===== src/rtl/reorder_buffer.sv =====
// Reorder buffer: circular buffer of in-flight instructions. Entries are
// allocated at tail in program order, marked ready by any of three writeback
// ports, and retired in order from head to the register file. A jump flush
// discards everything in flight.

`ifndef WORD_SIZE
`define WORD_SIZE 32
`endif
`ifndef ROB_ENTRY_WIDTH
`define ROB_ENTRY_WIDTH 3
`endif
`ifndef ARCH_REG_INDEX_SIZE
`define ARCH_REG_INDEX_SIZE 5
`endif

module reorder_buffer #(
  parameter int WORD_SIZE           = `WORD_SIZE,
  parameter int ROB_ENTRIES         = 8,
  parameter int ROB_ENTRY_WIDTH     = `ROB_ENTRY_WIDTH,
  parameter int ARCH_REG_INDEX_SIZE = `ARCH_REG_INDEX_SIZE
) (
  input  logic                           clk,
  input  logic                           rst,
  input  logic                           require_rob_entry,
  input  logic [ARCH_REG_INDEX_SIZE-1:0] rd,
  input  logic                           is_store,
  output logic [ROB_ENTRY_WIDTH-1:0]     assigned_rob_id,
  output logic                           full,
  input  logic [ROB_ENTRY_WIDTH-1:0]     s1_rob_id,
  input  logic [ROB_ENTRY_WIDTH-1:0]     s2_rob_id,
  output logic [WORD_SIZE-1:0]           rob_s1_data,
  output logic [WORD_SIZE-1:0]           rob_s2_data,
  output logic                           rob_s1_valid,
  output logic                           rob_s2_valid,
  input  logic                           alu_wb_bypass_enable,
  input  logic [ROB_ENTRY_WIDTH-1:0]     alu_wb_rob_id,
  input  logic [WORD_SIZE-1:0]           alu_wb_data,
  input  logic                           mem_wb_bypass_enable,
  input  logic [ROB_ENTRY_WIDTH-1:0]     mem_wb_rob_id,
  input  logic [WORD_SIZE-1:0]           mem_wb_data,
  input  logic                           mul_wb_bypass_enable,
  input  logic [ROB_ENTRY_WIDTH-1:0]     mul_wb_rob_id,
  input  logic [WORD_SIZE-1:0]           mul_wb_data,
  output logic                           commit,
  output logic [ROB_ENTRY_WIDTH-1:0]     commit_rob_id,
  output logic [ARCH_REG_INDEX_SIZE-1:0] commit_rd,
  output logic [ARCH_REG_INDEX_SIZE-1:0] reg_in,
  output logic [WORD_SIZE-1:0]           din,
  output logic                           wenable_rf,
  input  logic                           jump_taken
);

  localparam int CNT_W = ROB_ENTRY_WIDTH + 1;
  localparam logic [CNT_W-1:0]           CNT_FULL = CNT_W'(ROB_ENTRIES);
  localparam logic [CNT_W-1:0]           CNT_ONE  = CNT_W'(1);
  localparam logic [ROB_ENTRY_WIDTH-1:0] PTR_ONE  = ROB_ENTRY_WIDTH'(1);

  logic [ROB_ENTRIES-1:0]         valid_r;
  logic [ROB_ENTRIES-1:0]         ready_r;
  logic [ROB_ENTRIES-1:0]         store_r;
  logic [ARCH_REG_INDEX_SIZE-1:0] rd_r   [ROB_ENTRIES];
  logic [WORD_SIZE-1:0]           data_r [ROB_ENTRIES];
  logic [ROB_ENTRY_WIDTH-1:0]     head_r;
  logic [ROB_ENTRY_WIDTH-1:0]     tail_r;
  logic [CNT_W-1:0]               count_r;

  logic full_s;
  logic alloc_s;
  logic commit_s;

  // full uses the pre-edge count, so a same-cycle commit never frees a slot early
  assign full_s          = (count_r == CNT_FULL);
  assign full            = full_s;
  assign assigned_rob_id = tail_r;
  assign alloc_s         = require_rob_entry & ~full_s & ~jump_taken;
  // ready is the registered bit, so a writeback landing at head retires next cycle
  assign commit_s        = valid_r[head_r] & ready_r[head_r] & ~jump_taken;

  // Lookups read registered state only; decode does its own bypassing
  assign rob_s1_valid = valid_r[s1_rob_id] & ready_r[s1_rob_id];
  assign rob_s2_valid = valid_r[s2_rob_id] & ready_r[s2_rob_id];
  assign rob_s1_data  = data_r[s1_rob_id];
  assign rob_s2_data  = data_r[s2_rob_id];

  // Retirement outputs: head entry contents when committing, all zero otherwise
  always_comb begin
    commit        = 1'b0;
    commit_rob_id = '0;
    commit_rd     = '0;
    reg_in        = '0;
    din           = '0;
    wenable_rf    = 1'b0;
    if (commit_s) begin
      commit        = 1'b1;
      commit_rob_id = head_r;
      commit_rd     = rd_r[head_r];
      reg_in        = rd_r[head_r];
      din           = data_r[head_r];
      wenable_rf    = ~store_r[head_r] & (rd_r[head_r] != '0);
    end else begin
      commit = 1'b0;
    end
  end

  // Head/tail/count bookkeeping; a flush returns everything to the empty state
  always_ff @(posedge clk or negedge rst) begin
    if (!rst) begin
      head_r  <= '0;
      tail_r  <= '0;
      count_r <= '0;
    end else if (jump_taken) begin
      head_r  <= '0;
      tail_r  <= '0;
      count_r <= '0;
    end else begin
      if (alloc_s) begin
        tail_r <= tail_r + PTR_ONE;
      end
      if (commit_s) begin
        head_r <= head_r + PTR_ONE;
      end
      case ({alloc_s, commit_s})
        2'b10:   count_r <= count_r + CNT_ONE;
        2'b01:   count_r <= count_r - CNT_ONE;
        default: count_r <= count_r;
      endcase
    end
  end

  // Per-entry state: writeback (MEM > MUL > ALU, valid entries only), then
  // retirement clears valid at head, then allocation claims tail
  always_ff @(posedge clk or negedge rst) begin
    if (!rst) begin
      valid_r <= '0;
      ready_r <= '0;
      store_r <= '0;
      for (int i = 0; i < ROB_ENTRIES; i++) begin
        rd_r[i]   <= '0;
        data_r[i] <= '0;
      end
    end else if (jump_taken) begin
      valid_r <= '0;
      ready_r <= '0;
    end else begin
      for (int i = 0; i < ROB_ENTRIES; i++) begin
        if (valid_r[i]) begin
          if (mem_wb_bypass_enable && (mem_wb_rob_id == ROB_ENTRY_WIDTH'(i))) begin
            ready_r[i] <= 1'b1;
            data_r[i]  <= mem_wb_data;
          end else if (mul_wb_bypass_enable && (mul_wb_rob_id == ROB_ENTRY_WIDTH'(i))) begin
            ready_r[i] <= 1'b1;
            data_r[i]  <= mul_wb_data;
          end else if (alu_wb_bypass_enable && (alu_wb_rob_id == ROB_ENTRY_WIDTH'(i))) begin
            ready_r[i] <= 1'b1;
            data_r[i]  <= alu_wb_data;
          end
        end
        if (commit_s && (head_r == ROB_ENTRY_WIDTH'(i))) begin
          valid_r[i] <= 1'b0;
        end
        if (alloc_s && (tail_r == ROB_ENTRY_WIDTH'(i))) begin
          valid_r[i] <= 1'b1;
          ready_r[i] <= 1'b0;
          store_r[i] <= is_store;
          rd_r[i]    <= rd;
        end
      end
    end
  end

endmodule


===== config.mk =====
export PLATFORM = sky130hd
export DESIGN_NAME = reorder_buffer
export DESIGN_NICKNAME = d
export VERILOG_FILES = /design/src/rtl/reorder_buffer.sv
export SDC_FILE = /design/constraint.sdc
export NUM_CORES = 1
export LEC_CHECK = 0
export BUFFER_PORTS_ARGS = -buffer_cell sky130_fd_sc_hd__clkbuf_2
export CAP_MARGIN = 25
export CORE_UTILIZATION = 55
export DETAILED_ROUTE_END_ITERATION = 8
export GPL_TIMING_DRIVEN = 0
export MAX_ROUTING_LAYER = met4
export PLACE_DENSITY_LB_ADDON = 0.25
export SLEW_MARGIN = 25
export SYNTH_ARGS = -nofsm -noshare
export SYNTH_HDL_FRONTEND = slang
export SYNTH_SLANG_ARGS = --single-unit

===== constraint.sdc =====
create_clock -name clk -period 4.3 [get_ports clk]
set_clock_uncertainty 0.1 [all_clocks]
set_input_delay 0.86 -clock clk [delete_from_list [all_inputs] [get_ports clk]]
set_output_delay 0.86 -clock clk [all_outputs]
set_load 0.02 [all_outputs]

Word-level counts from Yosys, hierarchy flattened
Cells that the tools add are included.
{"block": "word_totals", "wordCells": 328, "ff_bits": 330, "out_inout_bits": 117}
{"block": "op_classes", "n_reduce_logical": 105, "n_lt_le_gt_ge": 6, "n_mux": 119, "n_eq_ne": 38, "addsub": 4, "bitwise_logic": 13}
{"operator": "$mux W32", "n": 31}
{"operator": "$bmux W32 S3", "n": 3}
{"operator": "$reduce_bool A3 Y1", "n": 25}
{"operator": "$mux W1", "n": 65}
{"operator": "$eq A3 B3 Y1 const B", "n": 20}
{"operator": "$reduce_bool A5 Y1", "n": 9}
{"operator": "$logic_and A1 B1 Y1", "n": 40}
{"operator": "$reduce_and A2 Y1", "n": 16}
{"operator": "$eq A3 B2 Y1 const B", "n": 10}
{"operator": "$reduce_and A3 Y1", "n": 8}
{"operator": "$bmux W1 S3", "n": 7}
{"operator": "$mux W8", "n": 2}
{"operator": "$bmux W5 S3", "n": 1}
{"operator": "$eq A3 B1 Y1 const B", "n": 5}
{"operator": "$logic_not A3 Y1", "n": 5}
{"operator": "$mux W3", "n": 5}
{"operator": "$mux W5", "n": 3}
{"operator": "$ge A4 B4 Y1 const B", "n": 3}
{"operator": "$lt A3 B4 Y1 const B", "n": 3}
{"operator": "$not A3 Y4", "n": 3}
{"operator": "$pmux W4 S2", "n": 1}
{"operator": "$and A1 B1 Y1", "n": 7}
{"operator": "$add A3 B1 Y3 const B", "n": 2}
{"operator": "$add A4 B1 Y4 const B", "n": 1}
{"operator": "other kinds (7)", "n": 10}

Logic depth before layout (Yosys ltp)
{"block": "depth", "depth_word": 8, "depth_mapped": 13, "ltp_nobuf": 10}

Worst setup path after synthesis
OpenSTA, ideal clock, no wires.
{"block": "synth_path", "kind": "reg2out", "from": "register head_r[1]", "to": "output reg_in[1]", "arrival_ps": 2350, "stages_incl_launch_ff": 9, "setup_slack_ps": 990, "path_cell_list": "dfrtp_1 -> buf_4 -> inv_2 -> mux4_2 -> o22a_1 -> buf_2 -> buf_2 -> a21oi_1 -> buf_4"}
{"block": "synth_between", "elab_chain_len": 5}
{"item": "start, declared", "line": "63", "source": "logic [ROB_ENTRY_WIDTH-1:0] head_r;"}
{"item": "start signal, assigned", "line": "120", "source": "head_r <= head_r + PTR_ONE;"}
{"item": "$bmux W1 S3 or $not A3 Y4 (tied branches)"}
{"item": "$mux W1 (implied by the code) or $bmux W5 S3 (tied branches)"}
{"item": "$and A1 B1 Y1 or $mux W5 (tied branches) (2 in series)"}
{"item": "$mux W5 *"}
{"item": "end, declared", "line": "47", "source": "output logic [ARCH_REG_INDEX_SIZE-1:0] reg_in,"}
Every way passes the cells marked *; elsewhere a longest branch is shown, timed or not. The select of a mux whose other input is x is not followed.

Worst setup path in the final report
{"block": "layout_path", "from": "register head_r[2]", "to": "output din[7]"}
{"block": "layout_between", "elab_chain_len": 5}
{"item": "$bmux W1 S3 or $not A3 Y4 (tied branches)", "line": "77, 98"}
{"item": "$mux W1 (implied by the code) or $bmux W32 S3 (tied branches)", "line": "77, 98"}
{"item": "$and A1 B1 Y1 or $mux W32 (tied branches) (2 in series)", "line": "77, 98"}
{"item": "$mux W32 *", "line": "93", "source": "if (commit_s) begin"}
{"item": "end, declared", "line": "48", "source": "output logic [WORD_SIZE-1:0] din,"}
Marked as above.

==> out/summary.txt <==
Element type at the critical path start: flop
Design Area, Final: 0.02764 mm²
CTS tree: done
YS warnings: 0
Starting DRC count in detailed routing: 2,898
Top-area cell type share of the netlist area: 0.3333
CTS H-Tree Depth: 2
Die area: 0.04590 mm²
Fill count: 3,642
Endpoints failing hold: 0
Io pins: 241
DP Area: 0.02629 mm²
Multi-input combinational cell area: 0.01516 mm²
Measured slew at the worst slew-check pin: 1.143 ns
Max Fanout on Critical Path: 10
Outcome: complete, but fails checks
Register area share after synthesis: 0.3333
Root Buffer: clkbuf_16
Post-Syn Nets: 2,478
Sequential Area: 0.008258 mm²
Initial Util: 0.5591
Max stage delay on crit path: 0.87 ns
Final Routed Wirelength: 96.76 mm
Final ANT Viol Nets: 0
Post-Layout Cell Count: 3,146
Rel. slew slack: 0.2378
Kind of critical path: reg -> out
EDFF count, synth: 0
Vias: 22,810
Synthesized cell area: 0.02478 mm²
Post-synth cell types: 51
DRC Markers: 0
Main synth FF type: dfrtp_1
Hold Slack: 0.1557 ns
Clock Path Buffers: 3
CTS Sinks: 330
P&R area growth vs syn: 11.54%
Post-layout nets: 2,654
Synth top cells by count: dfrtp_1, mux2i_1, nor2_1, a211oi_1, a21o_1
VDD IR max: 0.0002996 V
Max-cap check violation count: 0
Yosys reg bits: 330
Crit path buf inv count: 3
Post-CTS setup buffer count: 0
Core area: 0.04432 mm²
GRT overflow: 0
Failing checks: setup timing
First-pass GRT wire length: 142.0 mm
CP cell instances: clkbuf_1 -> clkbuf_1 -> nand2_1 -> a21oi_1 -> clkbuf_2
Top cells by area, synth: dfrtp_1, mux4_2, mux2i_1
CP endpoint kind: output pin
Pin count of the biggest net entering global routing: 80
Maximum clock rate: 226.2 MHz
Number of global-route vias before repair: 22,660
Largest area contributor in the netlist: dfrtp_1
Drt pass-1 iters: 7
Top cell by count, worst path: clkbuf_1
Data required, critical path: 3.34 ns
Syn Inst Count: 2,339
Setup ws final: -0.1201 ns
Final setup vio count: 2
CP max stage cell: clkbuf_1
Layout cells sized above 1: 0.2412
Most frequent cell after synthesis: dfrtp_1
DP Wirelength: 66.81 mm
Fin crit period: 4.420 ns
Worst Hold Class: in -> async
RSZ-0062 raised after global routing: no
Chip width: 214.2 µm
DR WL/cell: 30.76 µm
Initial antenna violation count: 10
Slew Viols, Final: 0
Clk pin slew, worst setup/hold paths: 0.06 ns
Crit share post-route: 1.028
Inst Count DP: 3,065
Clk_lat worst skew: 0.59 ns
Die Height: 214.2 µm
Core Rows: 77
Average via count per standard cell: 7.251
Final Wtd Congestion: 0.9944
Hold_buf cts: 0
Gr usage total: 0.4281
Worst path arrival time: 3.46 ns
P_leak: 0.01409 µW
Inserted Clock Buffers: 40
PD cells: 348.8 mW/mm²
Avg Inst Size Synth: 10.59 µm²
Family with the most delay on the worst path: buffers and inverters
Count of port buffers added during placement: 130
Post-synth ARST share: 1.000
==> layer usage <==
metal | part of all wire | track usage | wire length [µm]
met3 | 0.13 | 0.1396 | 12940
met5 | 0 | - | 0
met2 | 0.44 | 0.6172 | 42630
met1 | 0.37 | 0.5347 | 35680
met4 | 0.057 | 0.2302 | 5508
==> metrics by stage <==
step	worst slack (ns)	total power, µW	utilization	setup TNS, ns
after global placement	-5.230	5985	0.5905	-1710.73
after CTS	0.07719	9542	0.6226	0
after floorplan	0.9903	5408	-	0
final	-0.1201	9639	0.6236	-0.1667
after global routing	0.0005254	9898	0.6234	0
after detailed placement	0.1945	6101	0.5932	0
==> state kept, by name, summed over array words and instances, names as in the netlist <==
name             flops
ready_r              8
data_r             256
rd_r                40
valid_r              8
store_r              8
head_r               3
count_r              4
assigned_rob_id      3
==> area by class of cell <==
class,count,share of cell area
Multi-Input combinational cell,1678,0.5485
Sequential cell,330,0.2988
Buffer,319,0.04808
Clock buffer,58,0.04197
Timing Repair Buffer,134,0.02784
Tap cell,592,0.02680
Clock inverter,10,0.005026
Inverter,12,0.001811
Antenna cell,13,0.001177
==> layout by cell type, fill, tap and decap left out, types with 4 or more instances in the layout <==
cell       synthesis  routed
nor4bb_1           5       5
ha_1              14      14
diode_2            0      13
a21o_1           227     227
a211oi_1         228     228
nor2_1           247     247
o311ai_0           4       4
clkbuf_16          0      41
a31o_2             4       4
o311ai_1           5       5
mux2_2           112     112
buf_2             70      69
mux4_2           210     210
nand4b_1           7       7
dfrtp_1          330     330
nand2_1          168     168
buf_16             0       4
nand4bb_1          4       4
clkbuf_2           0     138
buf_4              6       6
nand3_1           10      10
clkbuf_1         198     199
clkbuf_8           0       8
and3_1             5       5
and2_1             9       9
o21ai_0           68      68
a21oi_1           48      47
inv_1             10      10
buf_1             44      44
mux2i_1          264     264
nor3_1             8       8
==> power breakdown <==
group	internal, µW	leakage (µW)	switching (µW)
combinational	1100	0.00899	1100
clock	2050	0.000635	1460
sequential	3520	0.00447	406
==> logic make-up after synthesis <==
family / count (synthesis) / share of synthesized area
multiplexers: 590 / 0.3521
XOR/XNOR: 4 / 0.001414
AND/OR/NAND/NOR: 475 / 0.08100
buffers and inverters: 331 / 0.05510
adder cells (fa/ha/maj): 15 / 0.007878
flip-flops: 330 / 0.3333
AO/OA/AOI/OAI: 594 / 0.1692
==> worst reg2reg max path: stages, from the launching register on <==
cell and delay [ns]:
dfrtp_1 0.40, buf_4 0.19, inv_2 0.17, mux4_2 0.60, o22a_1 0.24, buf_2 0.22
buf_2 0.26, nor2_1 0.25, ha_1 0.28, a21o_1 0.17, a21oi_1 0.20, nor3_1 0.08
nand3_1 0.12, o311ai_1 0.10
==> worst paths after layout <==
check / from / to / slack, ns / cells past startpoint
worst max-delay path: head_r[2]$_DFFE_PN0P_ / din[7] / -0.12 / 5
worst max register to register: head_r[1]$_DFFE_PN0P_ / count_r[3]$_DFFE_PN0P_ / 0.79 / 13
worst min register to register: store_r[6]$_DFFE_PN0P_ / store_r[6]$_DFFE_PN0P_ / 0.40 / 1
min in group clk: store_r[6]$_DFFE_PN0P_ / store_r[6]$_DFFE_PN0P_ / 0.40 / 1
worst min-delay path: rst / rd_r[21]$_DFFE_PN0P_ / 0.16 / 1
max in group asynchronous: rst / data_r[41]$_DFFE_PN0P_ / 2.68 / 3
==> repair_timing <==
action | CTS | global route
gates resized for setup | 5 | 5
hold endpoints to repair | 0 | 0
endpoints found under the setup margin | 21 | 3
Note: power is estimated with default switching activity, not from simulation.
